[src/rtl/mc_ctrl_if.sv]
// Handshake/control bundle between the instruction datapath and mc_ctrl_unit.
interface mc_ctrl_if #(
   parameter int OPW = 4
);
   logic [OPW-1:0] opcode;
   logic           zf, sf, cf;
   logic           mem_ready;
   logic [1:0]     op;
   logic           imm_sel, ld_sel, jmp_sel;
   logic           reg_en, pc_en, ir_en, mem_rd;
   logic           halted, err;
   logic [2:0]     state;

   modport master (
      output opcode, zf, sf, cf, mem_ready,
      input  op, imm_sel, ld_sel, jmp_sel, reg_en, pc_en, ir_en, mem_rd, halted, err, state
   );
   modport slave (
      input  opcode, zf, sf, cf, mem_ready,
      output op, imm_sel, ld_sel, jmp_sel, reg_en, pc_en, ir_en, mem_rd, halted, err, state
   );
endinterface

[src/rtl/mc_ctrl_unit.sv]
// Multi-cycle controller FSM: FETCH -> DECODE -> EXEC -> [MEM] -> WB, terminal HALT.
// Define MC_CTRL_MEM_TIMEOUT_EN to bound FETCH/MEM waits by TO_CYC cycles.
module mc_ctrl_unit #(
   parameter int OPW    = 4,
   parameter int TO_CYC = 15
) (
   input logic    clk,
   input logic    rst_n,
   mc_ctrl_if.slave bus
);
   localparam logic [2:0] FETCH  = 3'd0;
   localparam logic [2:0] DECODE = 3'd1;
   localparam logic [2:0] EXEC   = 3'd2;
   localparam logic [2:0] MEM    = 3'd3;
   localparam logic [2:0] WB     = 3'd4;
   localparam logic [2:0] HALT   = 3'd5;

   logic [2:0]     st_q, st_d;
   logic           act_q;
   logic [OPW-1:0] opc_q;
   logic           zf_q, sf_q, cf_q;
   logic           err_q, err_d;
   logic [3:0]     base;
   logic           illegal, is_ld, is_hlt, no_wr, taken;
   logic           imm_sel, ld_sel, jmp_sel, reg_en, pc_en, ir_en, mem_rd;

   // act_q holds every output low until the first edge after reset release.
   always_comb begin
      base    = opc_q[3:0];
      illegal = |(opc_q >> 4);
      is_ld   = (base == 4'h8);
      is_hlt  = (base == 4'hF);
      no_wr   = (base == 4'h1) || (base == 4'hD) || (base[3:2] == 2'b01);
      case (base)
         4'h4:    taken = zf_q & ~sf_q;
         4'h5:    taken = ~zf_q;
         4'h6:    taken = cf_q;
         4'h7:    taken = 1'b1;
         default: taken = 1'b0;
      endcase
   end

`ifdef MC_CTRL_MEM_TIMEOUT_EN
   logic [7:0] wcnt_q;
   logic       waiting, tmo;
   assign waiting = act_q && ((st_q == FETCH) || (st_q == MEM)) && !bus.mem_ready;
   assign tmo     = waiting && (wcnt_q == 8'(TO_CYC - 1));
`endif

   always_comb begin
      st_d    = st_q;
      err_d   = err_q;
      imm_sel = 1'b0;
      ld_sel  = 1'b0;
      jmp_sel = 1'b0;
      reg_en  = 1'b0;
      pc_en   = 1'b0;
      ir_en   = 1'b0;
      mem_rd  = 1'b0;
      if (act_q) begin
         case (st_q)
            FETCH: begin
               mem_rd = 1'b1;
               if (bus.mem_ready) begin
                  ir_en = 1'b1;
                  st_d  = DECODE;
               end
            end
            DECODE: st_d = EXEC;
            EXEC: begin
               if (illegal) begin
                  err_d = 1'b1;
                  st_d  = HALT;
               end else if (is_hlt) begin
                  st_d = HALT;
               end else begin
                  imm_sel = (base[3:2] == 2'b00);
                  st_d    = is_ld ? MEM : WB;
               end
            end
            MEM: begin
               mem_rd = 1'b1;
               ld_sel = 1'b1;
               if (bus.mem_ready) st_d = WB;
            end
            WB: begin
               pc_en   = 1'b1;
               reg_en  = ~no_wr;
               ld_sel  = is_ld;
               jmp_sel = taken;
               st_d    = FETCH;
            end
            HALT:    st_d = HALT;
            default: st_d = FETCH;
         endcase
`ifdef MC_CTRL_MEM_TIMEOUT_EN
         if (tmo) begin
            err_d = 1'b1;
            st_d  = HALT;
         end
`endif
      end
   end

   always_ff @(posedge clk or negedge rst_n) begin
      if (!rst_n) begin
         st_q  <= FETCH;
         act_q <= 1'b0;
         opc_q <= '0;
         zf_q  <= 1'b0;
         sf_q  <= 1'b0;
         cf_q  <= 1'b0;
         err_q <= 1'b0;
      end else begin
         act_q <= 1'b1;
         st_q  <= st_d;
         err_q <= err_d;
         // Flags are captured here so later ALU activity cannot alter the branch decision.
         if (act_q && (st_q == DECODE)) begin
            opc_q <= bus.opcode;
            zf_q  <= bus.zf;
            sf_q  <= bus.sf;
            cf_q  <= bus.cf;
         end
      end
   end

`ifdef MC_CTRL_MEM_TIMEOUT_EN
   always_ff @(posedge clk or negedge rst_n) begin
      if (!rst_n)                         wcnt_q <= '0;
      else if (!waiting || st_d != st_q)  wcnt_q <= '0;
      else                                wcnt_q <= wcnt_q + 8'd1;
   end
`endif

   assign bus.op      = opc_q[1:0];
   assign bus.imm_sel = imm_sel;
   assign bus.ld_sel  = ld_sel;
   assign bus.jmp_sel = jmp_sel;
   assign bus.reg_en  = reg_en;
   assign bus.pc_en   = pc_en;
   assign bus.ir_en   = ir_en;
   assign bus.mem_rd  = mem_rd;
   assign bus.halted  = (st_q == HALT);
   assign bus.err     = err_q;
   assign bus.state   = st_q;
endmodule

[src/flat_wrapper.sv]
// flat-port wrapper written by rule: the top's interface ports become plain ports
module mc_ctrl_unit_flat 
#(
   parameter int OPW    = 4,
   parameter int TO_CYC = 15
)
  (clk, rst_n, bus_opcode, bus_zf, bus_sf, bus_cf, bus_mem_ready, bus_op, bus_imm_sel, bus_ld_sel, bus_jmp_sel, bus_reg_en, bus_pc_en, bus_ir_en, bus_mem_rd, bus_halted, bus_err, bus_state);
  mc_ctrl_if #(.OPW(OPW)) bus_i ();
  input logic clk;
  input logic rst_n;
  input wire logic [$bits(bus_i.opcode)-1:0] bus_opcode;
  input wire logic [$bits(bus_i.zf)-1:0] bus_zf;
  input wire logic [$bits(bus_i.sf)-1:0] bus_sf;
  input wire logic [$bits(bus_i.cf)-1:0] bus_cf;
  input wire logic [$bits(bus_i.mem_ready)-1:0] bus_mem_ready;
  output wire logic [$bits(bus_i.op)-1:0] bus_op;
  output wire logic [$bits(bus_i.imm_sel)-1:0] bus_imm_sel;
  output wire logic [$bits(bus_i.ld_sel)-1:0] bus_ld_sel;
  output wire logic [$bits(bus_i.jmp_sel)-1:0] bus_jmp_sel;
  output wire logic [$bits(bus_i.reg_en)-1:0] bus_reg_en;
  output wire logic [$bits(bus_i.pc_en)-1:0] bus_pc_en;
  output wire logic [$bits(bus_i.ir_en)-1:0] bus_ir_en;
  output wire logic [$bits(bus_i.mem_rd)-1:0] bus_mem_rd;
  output wire logic [$bits(bus_i.halted)-1:0] bus_halted;
  output wire logic [$bits(bus_i.err)-1:0] bus_err;
  output wire logic [$bits(bus_i.state)-1:0] bus_state;
  assign bus_i.opcode = bus_opcode;
  assign bus_i.zf = bus_zf;
  assign bus_i.sf = bus_sf;
  assign bus_i.cf = bus_cf;
  assign bus_i.mem_ready = bus_mem_ready;
  assign bus_op = bus_i.op;
  assign bus_imm_sel = bus_i.imm_sel;
  assign bus_ld_sel = bus_i.ld_sel;
  assign bus_jmp_sel = bus_i.jmp_sel;
  assign bus_reg_en = bus_i.reg_en;
  assign bus_pc_en = bus_i.pc_en;
  assign bus_ir_en = bus_i.ir_en;
  assign bus_mem_rd = bus_i.mem_rd;
  assign bus_halted = bus_i.halted;
  assign bus_err = bus_i.err;
  assign bus_state = bus_i.state;
  mc_ctrl_unit #(.OPW(OPW), .TO_CYC(TO_CYC)) u_core (.clk(clk), .rst_n(rst_n), .bus(bus_i));
endmodule
[config.mk]
export PLATFORM = sky130hd
export DESIGN_NAME = mc_ctrl_unit_flat
export DESIGN_NICKNAME = d
export VERILOG_FILES = /design/src/rtl/mc_ctrl_if.sv /design/src/rtl/mc_ctrl_unit.sv /design/src/flat_wrapper.sv
export SDC_FILE = /design/constraint.sdc
export NUM_CORES = 1
export LEC_CHECK = 0
export CORE_MARGIN = 8
export CORE_UTILIZATION = 43
export CTS_CLUSTER_SIZE = 24
export DETAILED_ROUTE_END_ITERATION = 10
export PLACE_DENSITY = 0.77
export SLEW_MARGIN = 40
export SYNTH_ARGS = -nofsm -noshare
export SYNTH_HDL_FRONTEND = slang
export SYNTH_SLANG_ARGS = --single-unit
[constraint.sdc]
create_clock -name clk -period 1.5 [get_ports clk]
set_input_delay 0.225 -clock clk [delete_from_list [all_inputs] [get_ports clk]]
set_output_delay 0.225 -clock clk [all_outputs]
set_load 0.005 [all_outputs]
==> results of run 1 <==
[per-layer routing]
| layer | wire, um | track usage, % |
|---|---|---|
| met5 | 0 | 0 |
| met4 | 170 | 9.86 |
| met3 | 243 | 5.25 |
| met2 | 1450 | 29.5 |
| met1 | 1060 | 17.7 |
[repair_timing]
action                     in CTS  in global routing
gates resized for setup        68                 14
setup buffers                  15                  3
setup endpoints to repair      14                 17
pin swaps                      10                  2
[flip-flops by register name (all words and copies together) (netlist names)]
| register | flops |
|---|---|
| u_core.zf_q | 1 |
| u_core.cf_q | 1 |
| u_core.bus.state | 3 |
| u_core.base | 4 |
| u_core.sf_q | 1 |
| u_core.act_q | 1 |
[synthesized netlist by cell type, types with 2 or more instances]
library cell	instances	area (sq um)
inv_1	5	18.8
nand2b_1	3	18.8
nand3_1	2	10.0
a21oi_1	2	10.0
mux2_2	3	33.8
nor2_1	4	15.0
nand2_1	5	18.8
a211oi_1	2	15.0
or3_1	2	12.5
o21ai_0	6	30.0
buf_2	4	20.0
dfrtp_1	11	275
conb_1	2	7.51
mux2_1	2	22.5
buf_4	3	22.5
[logic make-up (layout without fill, tap and decap cells)]
family | count (synthesis) | count (layout) | synth area share [%]
flip-flops | 11 | 11 | 40.4
XOR/XNOR | 1 | 1 | 1.29
multiplexers | 6 | 6 | 9.74
buffers and inverters | 13 | 70 | 9.56
AND/OR/NAND/NOR | 24 | 24 | 20.8
AO/OA/AOI/OAI | 17 | 17 | 17.1
other | 2 | 2 | 1.10
[stage by stage]
step | util, % | hold slack [ns] | TNS [ns] | setup slack, ns | std cells
global placement | 69.8 | 0.465 | -1.31 | -0.260 | 126
floorplan | - | -0.0706 | 0 | 0.0760 | 74
global route | 86.2 | 0.348 | -1.75 | -0.320 | 147
detailed placement | 69.8 | 0.472 | -1.55 | -0.284 | 126
CTS | 83.2 | 0.293 | -0.655 | -0.163 | 145
finish | 86.2 | 0.293 | -1.11 | -0.202 | 147
[report_power, final]
group	total, W	switching [W]	internal, W
clock network	0.000218	0.000119	0.0000993
logic	0.00175	0.000727	0.00102
registers	0.000560	0.000126	0.000434
total	0.00252	0.000971	0.00155
[final timing paths]
check                                            to  slack [ns]      startpoint
worst max-delay path                     bus_ld_sel       -0.20  u_core.base[0]
worst min register to register          u_core.cf_q        0.51     u_core.cf_q
max in group asynchronous       u_core.bus.state[0]        0.80           rst_n
worst min-delay path                 u_core.base[0]        0.29           rst_n
min in group clk                     u_core.base[3]        0.48   bus_opcode[3]
worst max register to register  u_core.bus.state[0]       -0.09  u_core.base[1]
[worst max-delay path, delay by kind of cell (launching register included)]
kind / cells / cell delay [ns]
compound gates: 1 / 0.12
buf+inv: 2 / 0.26
flops: 1 / 0.42
simple gates: 2 / 0.39
[final cells by class]
class                   count  area share [%]
repair buffers             61            40.0
clock inverters             1           0.390
well taps                  16            1.56
flip-flops and latches     11            21.7
inverters                   5            1.66
multi-input cells          50            32.9
clock buffers               3            1.75
==> flow_metrics.env, run 1 <==
export IMPL_multi_input_area_sq_um=423
export IMPL_antenna_cells=0
export IMPL_cts_buffers_inserted=3
export IMPL_p_leak_nw=0.619
export IMPL_post_route_period_util_pct=113
export IMPL_nNetsFinal=142
export IMPL_crit_arrival_ns=1.48
export IMPL_ys_warn_count=0
export IMPL_slowest_stage="dfrtp_1"
export IMPL_critical_path_max_stage_delay_ns=0.42
export IMPL_die_area_sq_um=3110
export IMPL_totalWireLength_mm=2.92
export IMPL_outcome="complete, but fails checks"
export IMPL_clock_sinks=11
export IMPL_drv_slew=0
export IMPL_tightest_slew_ns=0.560
export IMPL_ys_ff_latch=11
export IMPL_io_buffers=22
export IMPL_ys_types=33
export IMPL_first_global_vias=915
export IMPL_regArea_sq_um=279
export IMPL_area_delta_synth_final_pct=88.6
export IMPL_grt_start_max_net_pins=12
export IMPL_required_ns=1.27
export IMPL_path_class="reg -> out"
export IMPL_hold_violations=0
export IMPL_drive_above_1_share_pct=58.0
export IMPL_clkLatencyLatePin_ns=0.29
export IMPL_gp_congestion=0.778
export IMPL_start_util_pct=45.7
export IMPL_slew_headroom_pct=62.5
export IMPL_worst_setup_path_start_kind="flip-flop"
export IMPL_fillCellCount=77
export IMPL_io_pins=24
export IMPL_power_w=0.00252
export IMPL_drt_iter0_drc=39
export IMPL_viasPerCell=5.67
export IMPL_cts_tree="built"
export IMPL_rows=14
export IMPL_drt_pass1_iter_count=4
export IMPL_path_cells="buf_6, nor4b_4, nand3_1, a21boi_1, buf_2"
export IMPL_grtUsageTotal_pct=17.1
export IMPL_cts_max_path_buffers=2
export IMPL_setup_slack_ns=-0.202
export IMPL_worst_setup_path_end_kind="output pin"
export IMPL_maxCapViolCount=0
export IMPL_synthCells=74
export IMPL_layout_common_cells="buf_4, buf_6, clkdlybuf4s50_1"
export IMPL_grt_setup_unrepaired="true"
export IMPL_clock_skew_ns=0.00780
export IMPL_synth_area_sq_um=681
export IMPL_dieWidth_um=55.8
export IMPL_fin_area_sq_um=1280
export IMPL_routed_via_count=834
export IMPL_syn_nets=84
export IMPL_core_sq_um=1490
export IMPL_worstPathMaxFanout=3
export IMPL_drtAntennaViolNets=0
export IMPL_yosysSeqAreaShare_pct=40.4
export IMPL_fin_crit_ns=1.70
export IMPL_r2r_cells=5
export IMPL_hold_buffers=0
export IMPL_die_h_um=55.8
export IMPL_hpwl_mm=1.64
export IMPL_wl_per_cell_um=19.8
export IMPL_fmaxAchievable_ghz=0.588
export IMPL_synthFlopType="dfrtp_1"
export IMPL_antenna_found_initial=0
export IMPL_place_area_sq_um=1040
export IMPL_setup_violations=10
export IMPL_grt_overflow_total=0
export IMPL_syn_avg_cell_area_sq_um=9.20
export IMPL_mostFrequentLayoutCell="buf_4"
export IMPL_synth_edf_count=0
export IMPL_violations="negative setup slack"
export IMPL_cts_max_level=1
export IMPL_grt_first_pass_wirelength_mm=4.35
export IMPL_hold_path_class="in -> async"
export IMPL_remaining_drc_errors=0
export IMPL_peakVddDrop_mv=1.22
export IMPL_clkTransAtPathRegs_ns=0.08
export IMPL_synthArstFlopShare_pct=100
export IMPL_cts_root_buf="clkbuf_4"
export IMPL_p_per_area_nw_per_um2=1970
Power figures use the tool's default switching activity.
==> inputs of run 2 (changes only) <==
--- a/config.mk
+++ b/config.mk
@@ -10,6 +10,7 @@
 export CTS_CLUSTER_SIZE = 24
 export DETAILED_ROUTE_END_ITERATION = 10
 export PLACE_DENSITY = 0.77
+export RECOVER_POWER = 100
 export SLEW_MARGIN = 40
 export SYNTH_ARGS = -nofsm -noshare
 export SYNTH_HDL_FRONTEND = slang
==> run 2 against run 1 <==
The flow still finishes with violations (negative setup slack). Critical endpoint unchanged. Routed wire length is 0.48% higher. Critical path depth stayed put. Sequential power hardly changed. Cell count stayed put. Sequential share of layout area stayed put. First-iteration DRC count stayed put. Final area stayed put. Total power is 0.22% higher. Combinational power hardly changed.
==> flow_metrics.env, run 2 (synthesis gave the netlist of run 1 again) <==
export IMPL_gp_congestion=0.778
export IMPL_clkLatencyLatePin_ns=0.29
export IMPL_violations="negative setup slack"
export IMPL_first_global_vias=915
export IMPL_drtAntennaViolNets=0
export IMPL_totalWireLength_mm=2.93
export IMPL_post_place_ws_ns=-0.284
export IMPL_fin_crit_ns=1.70
export IMPL_cts_max_path_buffers=2
export IMPL_remaining_drc_errors=0
export IMPL_path_class="reg -> out"
export IMPL_grt_first_pass_wirelength_mm=4.35
export IMPL_reg2reg_to="u_core.bus.state[0]"
export IMPL_drt_iter0_drc=39
export IMPL_hpwl_mm=1.64
export IMPL_largest_reg_flops=4
export IMPL_tightest_slew_ns=0.564
export IMPL_r2r_start="u_core.base[1]"
export IMPL_r2r_cells=5
export IMPL_core_sq_um=1490
export IMPL_drv_slew=0
export IMPL_whs_ns=0.361
export IMPL_peakVddDrop_mv=1.22
export IMPL_crit_arrival_ns=1.48
export IMPL_required_ns=1.27
export IMPL_outcome="complete, but fails checks"
export IMPL_grtUsageTotal_pct=17.1
export IMPL_grt_start_max_net_pins=12
export IMPL_layout_common_cells="buf_4, buf_6, clkdlybuf4s50_1, buf_2, dfrtp_1"
export IMPL_mostFrequentLayoutCell="buf_4"
export IMPL_cts_max_level=1
export IMPL_crit_start="u_core.base[0]"
export IMPL_maxCapViolCount=0
export IMPL_rows=14
export IMPL_clkTransAtPathRegs_ns=0.08
export IMPL_wl_per_cell_um=19.9
export IMPL_nNetsFinal=142
export IMPL_grt_overflow_total=0
export IMPL_grt_setup_unrepaired="true"
export IMPL_drive_above_1_share_pct=58.0
export IMPL_hold_buffers=0
export IMPL_clock_sinks=11
export IMPL_slew_headroom_pct=62.3
export IMPL_hold_path_class="in -> async"
export IMPL_power_w=0.00253
export IMPL_clock_skew_ns=0.00909
export IMPL_cts_tree="built"
export IMPL_setup_violations=10
export IMPL_antenna_found_initial=0
export IMPL_cts_buffers_inserted=3
export IMPL_antenna_cells=0
export IMPL_die_area_sq_um=3110
export IMPL_setup_slack_ns=-0.204
export IMPL_cp_endpoint="bus_ld_sel"
export IMPL_routed_via_count=835
export IMPL_worst_setup_path_end_kind="output pin"
export IMPL_p_leak_nw=0.619
export IMPL_io_buffers=22
export IMPL_cts_root_buf="clkbuf_4"
export IMPL_io_pins=24
export IMPL_p_per_area_nw_per_um2=1970
export IMPL_fmaxAchievable_ghz=0.587
export IMPL_die_h_um=55.8
export IMPL_drt_pass1_iter_count=4
export IMPL_start_util_pct=45.7
export IMPL_hold_violations=0
export IMPL_dieWidth_um=55.8
export IMPL_viasPerCell=5.68
export IMPL_post_route_period_util_pct=114
export IMPL_area_delta_synth_final_pct=88.6
export IMPL_worstPathMaxFanout=3
export IMPL_rrSetupSlack_ns=-0.09
export IMPL_worst_setup_path_start_kind="flip-flop"
run 2: cell count changes in the layout (fill, tap and decap cells not counted):
| cell | delta |
|---|---|
| dlygate4sd3_1 | +1 |
| clkdlybuf4s50_1 | -1 |
run 2: metrics by stage:
step / utilization (%) / instances / instance area [sq um] / TNS (ns)
after floorplan: - / 74 / 681 / 0
after CTS: 83.2 / 145 / 1240 / -0.655
after detailed placement: 69.8 / 126 / 1040 / -1.55
final: 86.2 / 147 / 1280 / -1.13
after global routing: 86.2 / 147 / 1280 / -1.75
after global placement: 69.8 / 126 / 1040 / -1.31
run 2: layout make-up:
type                            count  area (sq um)
Clock inverter                      1          5.00
Fill cell                          77           205
Tap cell                           16          20.0
Clock buffer                        3          22.5
Multi-Input combinational cell     50           423
Sequential cell                    11           279
Inverter                            5          21.3
Timing Repair Buffer               61           513
run 2: worst max-delay path, stage by stage (launching register included):
cell,delay [ns]
dfrtp_1,0.42
buf_6,0.14
nor4b_4,0.27
nand3_1,0.12
a21boi_1,0.12
buf_2,0.12
run 2: per-layer routing:
metal / global-route usage, % / share of wire [%] / up-vias
li1: - / - / 369
met1: 17.7 / 36 / 399
met2: 29.5 / 50 / 51
met3: 5.25 / 8.5 / 16
met4: 9.86 / 5.2 / 0
met5: 0 / 0 / -
run 2: timing repair:
action / CTS / global route
endpoints found under the setup margin: 14 / 17
buffers inserted: 15 / 3
pin swaps: 10 / 2
resized for setup: 68 / 14
run 2: where the power goes:
group,switching [W],leakage [nW],total (W),internal [W]
Combinational,0.000731,0.471,0.00175,0.00102
Clock,0.000120,0.0177,0.000219,0.0000993
Sequential,0.000126,0.130,0.000560,0.000434
run 2: worst min-delay path by stage:
stage | depth (start not counted) | slack [ns] | endpoint | from
final | 1 | 0.36 | u_core.base[0] | rst_n
after global routing | 1 | 0.42 | u_core.cf_q | rst_n
after CTS | 1 | 0.29 | u_core.cf_q | rst_n
after detailed placement | 1 | 0.47 | u_core.cf_q | u_core.cf_q
after global placement | 1 | 0.47 | u_core.cf_q | u_core.cf_q
after floorplan | 0 | -0.07 | u_core.act_q | rst_n
